--- src/rtl/inst_queue_if.sv ---
// Fetch-to-decode instruction queue bundle.
// Handshake: an entry moves on a rising edge when its valid and ready are both
// high in that cycle and flush is low; valid must not wait on ready, and ready
// on the fetch side depends only on queue occupancy.
interface inst_queue_if #(
    parameter int DEPTH = 4
);
    logic                     flush;
    logic                     in_valid;
    logic [63:0]              in_pc;
    logic [31:0]              in_instr;
    logic                     in_ready;
    logic                     out_valid;
    logic [63:0]              out_pc;
    logic [31:0]              out_instr;
    logic                     out_misalign;
    logic                     out_ready;
    logic [$clog2(DEPTH):0]   count;

    // Driver side: fetch, decode and the redirect source.
    modport master (
        output flush, in_valid, in_pc, in_instr, out_ready,
        input  in_ready, out_valid, out_pc, out_instr, out_misalign, count
    );

    // Queue side.
    modport slave (
        input  flush, in_valid, in_pc, in_instr, out_ready,
        output in_ready, out_valid, out_pc, out_instr, out_misalign, count
    );
endinterface

--- src/rtl/inst_queue.sv ---
// Decoupling FIFO between fetch and decode: circular buffer with a separate
// occupancy counter, no bypass, and a redirect flush that drops all entries.
module inst_queue #(
    parameter int DEPTH = 4
) (
    input  logic          clk,
    input  logic          rst,
    inst_queue_if.slave   bus
);
    localparam int PW = $clog2(DEPTH);
    localparam int CW = PW + 1;
    localparam logic [CW-1:0] DEPTH_C = CW'(DEPTH);
    localparam logic [PW-1:0] PTR_ONE = PW'(1);
    localparam logic [CW-1:0] CNT_ONE = CW'(1);

    typedef struct packed {
        logic [63:0] pc;
        logic [31:0] instr;
        logic        misalign;
    } entry_t;

    entry_t        mem_q [DEPTH];
    logic [PW-1:0] wr_ptr_q, wr_ptr_d;
    logic [PW-1:0] rd_ptr_q, rd_ptr_d;
    logic [CW-1:0] count_q, count_d;
    logic          full;
    logic          empty;
    logic          push;
    logic          pop;

    // Full blocks a push even when the head pops in the same cycle, so
    // in_ready never depends on out_ready.
    assign full  = (count_q == DEPTH_C);
    assign empty = (count_q == '0);
    assign push  = bus.in_valid & ~full & ~bus.flush;
    assign pop   = ~empty & bus.out_ready & ~bus.flush;

    assign bus.in_ready     = ~full;
    assign bus.out_valid    = ~empty;
    assign bus.out_pc       = mem_q[rd_ptr_q].pc;
    assign bus.out_instr    = mem_q[rd_ptr_q].instr;
    assign bus.out_misalign = mem_q[rd_ptr_q].misalign;
    assign bus.count        = count_q;

    // Next pointer/occupancy; flush overrides any push or pop this cycle.
    always_comb begin
        wr_ptr_d = wr_ptr_q;
        rd_ptr_d = rd_ptr_q;
        count_d  = count_q;
        if (bus.flush) begin
            wr_ptr_d = '0;
            rd_ptr_d = '0;
            count_d  = '0;
        end else begin
            if (push) wr_ptr_d = wr_ptr_q + PTR_ONE;
            if (pop)  rd_ptr_d = rd_ptr_q + PTR_ONE;
            if (push && !pop)      count_d = count_q + CNT_ONE;
            else if (pop && !push) count_d = count_q - CNT_ONE;
        end
    end

    // Control state, cleared asynchronously; entry contents are never cleared.
    always_ff @(posedge clk or posedge rst) begin
        if (rst) begin
            wr_ptr_q <= '0;
            rd_ptr_q <= '0;
            count_q  <= '0;
        end else begin
            wr_ptr_q <= wr_ptr_d;
            rd_ptr_q <= rd_ptr_d;
            count_q  <= count_d;
        end
    end

    // Entry write on an accepted push; misalign captured from the low PC bits.
    always_ff @(posedge clk) begin
        if (push) begin
            mem_q[wr_ptr_q].pc       <= bus.in_pc;
            mem_q[wr_ptr_q].instr    <= bus.in_instr;
            mem_q[wr_ptr_q].misalign <= (bus.in_pc[1:0] != 2'b00);
        end
    end
endmodule

--- src/flat_wrapper.sv ---
// flat-port wrapper written by rule: the top's interface ports become plain ports
module inst_queue_flat 
#(
    parameter int DEPTH = 4
)
  (clk, rst, bus_flush, bus_in_valid, bus_in_pc, bus_in_instr, bus_out_ready, bus_in_ready, bus_out_valid, bus_out_pc, bus_out_instr, bus_out_misalign, bus_count);
  inst_queue_if #(.DEPTH(DEPTH)) bus_i ();
  input  logic clk;
  input  logic rst;
  input wire logic [$bits(bus_i.flush)-1:0] bus_flush;
  input wire logic [$bits(bus_i.in_valid)-1:0] bus_in_valid;
  input wire logic [$bits(bus_i.in_pc)-1:0] bus_in_pc;
  input wire logic [$bits(bus_i.in_instr)-1:0] bus_in_instr;
  input wire logic [$bits(bus_i.out_ready)-1:0] bus_out_ready;
  output wire logic [$bits(bus_i.in_ready)-1:0] bus_in_ready;
  output wire logic [$bits(bus_i.out_valid)-1:0] bus_out_valid;
  output wire logic [$bits(bus_i.out_pc)-1:0] bus_out_pc;
  output wire logic [$bits(bus_i.out_instr)-1:0] bus_out_instr;
  output wire logic [$bits(bus_i.out_misalign)-1:0] bus_out_misalign;
  output wire logic [$bits(bus_i.count)-1:0] bus_count;
  assign bus_i.flush = bus_flush;
  assign bus_i.in_valid = bus_in_valid;
  assign bus_i.in_pc = bus_in_pc;
  assign bus_i.in_instr = bus_in_instr;
  assign bus_i.out_ready = bus_out_ready;
  assign bus_in_ready = bus_i.in_ready;
  assign bus_out_valid = bus_i.out_valid;
  assign bus_out_pc = bus_i.out_pc;
  assign bus_out_instr = bus_i.out_instr;
  assign bus_out_misalign = bus_i.out_misalign;
  assign bus_count = bus_i.count;
  inst_queue #(.DEPTH(DEPTH)) u_core (.clk(clk), .rst(rst), .bus(bus_i));
endmodule
--- config.mk ---
export PLATFORM = sky130hd
export DESIGN_NAME = inst_queue_flat
export DESIGN_NICKNAME = d
export VERILOG_FILES = /design/src/rtl/inst_queue_if.sv /design/src/rtl/inst_queue.sv /design/src/flat_wrapper.sv
export SDC_FILE = /design/constraint.sdc
export NUM_CORES = 1
export LEC_CHECK = 0
export CORE_ASPECT_RATIO = 2
export CORE_MARGIN = 4
export CORE_UTILIZATION = 40
export CTS_CLUSTER_DIAMETER = 60
export DETAILED_ROUTE_END_ITERATION = 8
export PLACE_DENSITY_LB_ADDON = 0.3
export SKIP_CTS_REPAIR_TIMING = 1
export SLEW_MARGIN = 25
export SYNTH_ARGS = -nofsm -noshare
export SYNTH_HDL_FRONTEND = slang
export SYNTH_SLANG_ARGS = --single-unit
--- constraint.sdc ---
create_clock -name clk -period 3.45 [get_ports clk]
set_input_delay 0.345 -clock clk [delete_from_list [all_inputs] [get_ports clk]]
set_output_delay 0.345 -clock clk [all_outputs]
set_load 0.02 [all_outputs]
==> results of run 1 <==
-- how the worst max path moves through the flow --
stage / start / endpoint / slack (ns) / cells after the start
6_report: u_core.rd_ptr_q[0] / bus_out_instr[25] / 0.34 / 3
5_1_grt: u_core.rd_ptr_q[0] / bus_out_pc[62] / 0.13 / 3
4_1_cts: u_core.rd_ptr_q[0] / bus_out_pc[62] / 0.20 / 3
3_5_place_dp: bus_flush / u_core.bus.count[1] / 0.69 / 8
3_3_place_gp: bus_flush / u_core.bus.count[1] / 0.72 / 8
2_1_floorplan: u_core.bus.count[2] / u_core.mem_q[0][0] / 0.73 / 4
-- layer usage --
| metal | track usage [%] | routed length [um] |
|---|---|---|
| met1 | 16.5 | 10200 |
| met2 | 26.8 | 16000 |
| met3 | 3.34 | 1500 |
| met4 | 5.39 | 916 |
| met5 | 0 | 47 |
-- placed cells by master (no fill, tap or decap), types with 4 or more instances in the layout --
| master | netlist | final |
|---|---|---|
| buf_4 | 1 | 7 |
| edfxtp_1 | 388 | 388 |
| bufinv_16 | 0 | 4 |
| clkinv_2 | 0 | 7 |
| buf_12 | 0 | 12 |
| nor2_1 | 5 | 5 |
| inv_1 | 7 | 7 |
| ha_1 | 4 | 4 |
| clkinv_1 | 0 | 9 |
| and3_4 | 0 | 4 |
| dfrtp_1 | 7 | 5 |
| mux4_2 | 98 | 98 |
| clkbuf_16 | 0 | 37 |
| clkdlybuf4s50_1 | 0 | 202 |
-- synth_stat cells, types with 3 or more instances --
library cell / number / area share, %
nand2_1: 3 / 0.078
and3_1: 4 / 0.17
clkbuf_1: 12 / 0.31
o21ai_0: 3 / 0.10
inv_1: 7 / 0.18
mux4_2: 98 / 15
dfrtp_1: 7 / 1.2
ha_1: 4 / 0.35
nor2_1: 5 / 0.13
nand3_1: 3 / 0.10
buf_2: 11 / 0.38
edfxtp_1: 388 / 80
-- sequential cells by signal, indices dropped and copies added, names as in the netlist --
signal and flops:
u_core.wr_ptr_q 2, u_core.mem_q 388, u_core.bus.count 3, u_core.rd_ptr_q 2
-- area by class of cell --
cell class	count	area share (%)
clock inverters	25	1.24
multi-input cells	141	13.8
well taps	450	3.05
inverters	7	0.142
clock buffers	39	5.06
diodes	2	0.0271
repair buffers	221	12.6
flip-flops and latches	395	64.2
-- cells by family (layout without fill, tap and decap cells) --
group,after synthesis,in the layout,synth area share (%)
AO/OA/AOI/OAI,11,11,0.553
XOR/XNOR,4,4,0.242
adder cells (fa/ha/maj),5,5,0.484
buffers and inverters,33,292,1.03
flip-flops,395,395,81.6
multiplexers,99,99,15.3
other,0,2,0
AND/OR/NAND/NOR,22,22,0.786
-- per-stage QoR --
| step | total power, uW | utilization, % |
|---|---|---|
| 2_1_floorplan | 7600 | - |
| 4_1_cts | 13000 | 51.5 |
| 3_5_place_dp | 9060 | 48.2 |
| 5_1_grt | 13300 | 51.5 |
| 6_report | 12800 | 51.5 |
| 3_3_place_gp | 9050 | 48.2 |
-- worst max-delay path, delay by kind of cell (launching register included) --
family                 cells  cell delay [ns]
flip-flops                 1             0.75
multiplexers               1             0.56
buffers and inverters      2             0.93
-- power by group through the flow --
| stage | Combinational [uW] | Sequential (uW) | Clock (uW) |
|---|---|---|---|
| after detailed placement | 3210 | 5850 | 0 |
| final | 3130 | 5740 | 3920 |
| after global routing | 3330 | 5770 | 4230 |
| after global placement | 3210 | 5840 | 0 |
| after CTS | 3220 | 5750 | 4030 |
| after floorplan | 1860 | 5750 | 0 |
==> impl_metrics.json, run 1 <==
{
  "outcome": "complete, no violations",
  "path_cells": "buf_4 -> mux4_2 -> clkdlybuf4s50_1",
  "max_cap_viol_count": 0,
  "cts_tree": "built",
  "seqPwrFrac_pct": 44.9,
  "fp.dieArea_mm2": 0.0395,
  "post-route-period-util_pct": 90.1,
  "final.fill_count": 2836,
  "p_switching_uw": 3320,
  "slowest_stage": "dfrtp_4",
  "ioPinCount": 203,
  "asyncSetResetFlopFracSynth_pct": 1.77,
  "dp.cells": 1214,
  "routedWlPerCell_um": 22.4,
  "setup_tns_ns": 0,
  "portBuffers": 202,
  "cp-start-kind": "flop",
  "hold_violations": 0,
  "layout.nets": 908,
  "avgSynthCellArea_um2": 25.5,
  "synth_seq_cells": 395,
  "crit_arrival_ns": 2.76,
  "drc": 0,
  "clkPwrFrac_pct": 30.6,
  "grt_pass1_wl_mm": 44.0,
  "critPathRequiredTime_ns": 3.11,
  "crit_path_max_fanout": 24,
  "die_h_um": 277,
  "report.final.slew_viol_count": 0,
  "antenna_found_initial": 5,
  "crit_type": "flop to primary output",
  "seqCellArea_mm2": 0.0118,
  "ant_nets": 0,
  "grt_start_max_net_pins": 47,
  "holdWs_ns": 0.0571,
  "worst_clock_skew_ns": 0.0165,
  "max_freq_ghz": 0.322,
  "via_per_inst": 5.16,
  "multi_input_area_mm2": 0.00254,
  "ff2ff_path_depth": 7,
  "timing.rr.end": "u_core.bus.count[1]",
  "dr.pass1.iters": 4,
  "hp-class": "primary input to asynchronous set/reset pin",
  "synth_fp_nets": 675,
  "drt-initial-drc-count": 319,
  "relSlewSlack_pct": 64.7,
  "grt_pass1_vias": 7340,
  "max_stage_delay_ns": 0.75,
  "drive_above_1_share_pct": 21.6,
  "ys_seq_area_share_pct": 81.6,
  "clockBufferDepth": 3,
  "synth_cell_types": 33,
  "dp_hpwl_mm": 18.5,
  "cts_made_buffers": 36,
  "syn_area_mm2": 0.0145,
  "final_cells": 1280,
  "swShare_pct": 25.9,
  "initial_core_util_pct": 40.5,
  "worstSetupEndpointType": "primary output",
  "vdd_drop_max_v": 0.000544,
  "setup_ws_ns": 0.342,
  "grt.total_usage_pct": 14.7,
  "period_needed_ns": 3.11,
  "dpl_cell_area_mm2": 0.0173,
  "path_clk_slew_ns": 0.07,
  "routed_wl_mm": 28.7,
  "r2r_slack_ns": 0.98,
  "htree_levels": 2,
  "synth_edf_count": 388,
  "syn_inst": 569,
  "clock-root-buffer": "clkbuf_16",
  "die_w_um": 143,
  "power_density_mw_per_mm2": 694,
  "cts.sinks": 395,
  "yosys_warnings": 0,
  "rr_startpoint": "u_core.bus.count[0]",
  "tightestPinTransition_ns": 0.529,
  "rows": 98,
  "vias": 6606,
  "clk_latency_ns": 0.52,
  "gp_congestion": 0.777,
  "setup_viol": 0,
  "fp.coreArea_mm2": 0.0358,
  "p_int_uw": 9470,
  "area_delta_synth_final_pct": 27.3,
  "rsz0062_at_grt": "false",
  "fin_area_mm2": 0.0184,
  "grt.overflow.total": 0,
  "synthFlopType": "edfxtp_1",
  "p_leak_uw": 0.00576,
  "p_comb_share_pct": 24.5,
  "pre_cts_ws_ns": 0.688
}
No activity file was read; power rests on OpenSTA's default activity.
==> run 2, diff against run 1 <==
--- a/config.mk
+++ b/config.mk
@@ -7,12 +7,13 @@
 export LEC_CHECK = 0
 export CORE_ASPECT_RATIO = 2
 export CORE_MARGIN = 4
-export CORE_UTILIZATION = 40
+export CORE_UTILIZATION = 49
 export CTS_CLUSTER_DIAMETER = 60
 export DETAILED_ROUTE_END_ITERATION = 8
 export PLACE_DENSITY_LB_ADDON = 0.3
+export SETUP_SLACK_MARGIN = 0.1
 export SKIP_CTS_REPAIR_TIMING = 1
-export SLEW_MARGIN = 25
+export SLEW_MARGIN = 10
 export SYNTH_ARGS = -nofsm -noshare
 export SYNTH_HDL_FRONTEND = slang
 export SYNTH_SLANG_ARGS = --single-unit
==> run 2 against run 1 <==
Against the previous run:
- wire length fell by 0.39%
- combinational power barely moved
- die area down 18%
- sequential power hardly changed
- first-iteration DRC count is 30% higher
- setup slack lost 0.018 ns
- final area is 1.1% lower
- clock skew is 0.0041 ns lower
- register-to-register slack got worse by 0.17 ns
- fmax is 0.58% lower
- power fell by 1.5%
- via count about the same
- largest cell class unchanged
- highest routed layer unchanged
==> impl_metrics.json, run 2 (synthesis results as in run 1) <==
{
  "outcome": "complete, no violations",
  "portBuffers": 202,
  "crit_type": "flop to primary output",
  "final.fill_count": 1987,
  "grt.overflow.total": 0,
  "grt_pass1_vias": 7408,
  "path_cells": "buf_12 -> mux4_2 -> clkdlybuf4s50_1",
  "p_int_uw": 9310,
  "relSlewSlack_pct": 56.1,
  "vdd_drop_max_v": 0.000461,
  "dp_hpwl_mm": 18.3,
  "holdWs_ns": 0.0508,
  "rows": 88,
  "cts_made_buffers": 34,
  "worst_clock_skew_ns": 0.0124,
  "swShare_pct": 26.1,
  "p_leak_uw": 0.00571,
  "routedWlPerCell_um": 24.2,
  "vias": 6602,
  "max_cap_viol_count": 0,
  "tightestPinTransition_ns": 0.659,
  "critPathRequiredTime_ns": 3.11,
  "cts.sinks": 395,
  "report.final.slew_viol_count": 0,
  "hold_violations": 0,
  "grt.total_usage_pct": 18.0,
  "die_h_um": 251,
  "drive_above_1_share_pct": 21.3,
  "clock-root-buffer": "clkbuf_16",
  "fp.coreArea_mm2": 0.0291,
  "seqPwrFrac_pct": 45.6,
  "largest_reg_flops": 388,
  "slowest_stage": "dfrtp_4",
  "largest_register": "u_core.mem_q",
  "post-route-period-util_pct": 90.6,
  "cp-start-kind": "flop",
  "fp.dieArea_mm2": 0.0326,
  "routed_wl_mm": 28.5,
  "hp-class": "primary input to asynchronous set/reset pin",
  "clkPwrFrac_pct": 29.6,
  "p_comb_share_pct": 24.8,
  "grt_start_max_net_pins": 46,
  "setup_tns_ns": 0,
  "layout.nets": 903,
  "final_cell_mix": "388 x edfxtp_1, 202 x clkdlybuf4s50_1, 98 x mux4_2",
  "drc": 0,
  "max_freq_ghz": 0.320,
  "ioPinCount": 203,
  "max_stage_delay_ns": 0.73,
  "initial_core_util_pct": 49.9,
  "clk_latency_ns": 0.52,
  "final_common_cell": "edfxtp_1",
  "crit_arrival_ns": 2.78,
  "path_clk_slew_ns": 0.07,
  "dpl_cell_area_mm2": 0.0171,
  "p_switching_uw": 3290,
  "die_w_um": 130,
  "htree_levels": 2,
  "clockBufferDepth": 3,
  "area_delta_synth_final_pct": 25.9,
  "antenna_found_initial": 3,
  "period_needed_ns": 3.13,
  "dr.pass1.iters": 4,
  "crit_path_max_fanout": 32,
  "cts_tree": "built",
  "power_density_mw_per_mm2": 691,
  "via_per_inst": 5.59,
  "gp_congestion": 0.760,
  "grt_pass1_wl_mm": 43.9,
  "drt-initial-drc-count": 415,
  "worstSetupEndpointType": "primary output",
  "setup_viol": 0,
  "fin_area_mm2": 0.0182,
  "ant_nets": 0,
  "r2r_slack_ns": 0.81,
  "rsz0062_at_grt": "false"
}
[run 2: changes by cell type in the layout (fill, tap and decap cells not counted)]
| cell | change |
|---|---|
| clkbuf_1 | +1 |
| diode_2 | -1 |
| clkinv_2 | -1 |
| buf_4 | -3 |
| clkinv_4 | +2 |
| bufinv_16 | -2 |
| clkinv_1 | -5 |
[run 2: path summary, 6_finish.rpt]
path,to,cells past startpoint,from
min in group clk,u_core.mem_q[1][82],1,bus_in_pc[49]
max in group asynchronous,u_core.rd_ptr_q[1],2,rst
max,bus_out_pc[56],3,u_core.rd_ptr_q[0]
min reg2reg,u_core.wr_ptr_q[1],2,u_core.wr_ptr_q[1]
min,u_core.bus.count[1],2,rst
max reg2reg,u_core.bus.count[1],7,u_core.bus.count[1]
[run 2: through the flow]
stage / util, % / power (uW) / cells / setup WS, ns
2_1_floorplan: - / 7600 / 569 / 0.725
3_3_place_gp: 59.0 / 8960 / 1121 / 0.758
3_5_place_dp: 59.0 / 9040 / 1121 / 0.503
4_1_cts: 62.7 / 12800 / 1180 / 0.239
5_1_grt: 62.8 / 13100 / 1181 / 0.182
6_report: 62.8 / 12600 / 1181 / 0.324
[run 2: critical path: cells and delay by family (launching register included)]
| kind | cells | cell delay (ns) |
|---|---|---|
| buf+inv | 2 | 0.88 |
| flops | 1 | 0.73 |
| mux | 1 | 0.59 |
[run 2: metal layers]
metal  global-route usage, %  part of all wire, %
met2                    33.2                   57
met4                    6.03                  3.0
met1                    20.8                   35
met3                    3.36                  4.8
met5                       0                0.095
[run 2: power groups by stage]
stage	Sequential [uW]	Clock (uW)	Combinational [uW]
after floorplan	5750	0	1860
final	5750	3730	3120
after global routing	5780	4020	3310
after CTS	5760	3830	3190
after global placement	5830	0	3130
after detailed placement	5860	0	3180
[run 2: final cells by class]
class,count,area [um2],area share (%)
clock inverter,19,163,0.892
timing repair buffer,218,2290,12.6
clock buffer,40,937,5.14
antenna,1,2.50,0.0137
tap,360,450,2.47
multi-input combinational,141,2540,13.9
inverter,7,26.3,0.144
sequential,395,11800,64.9
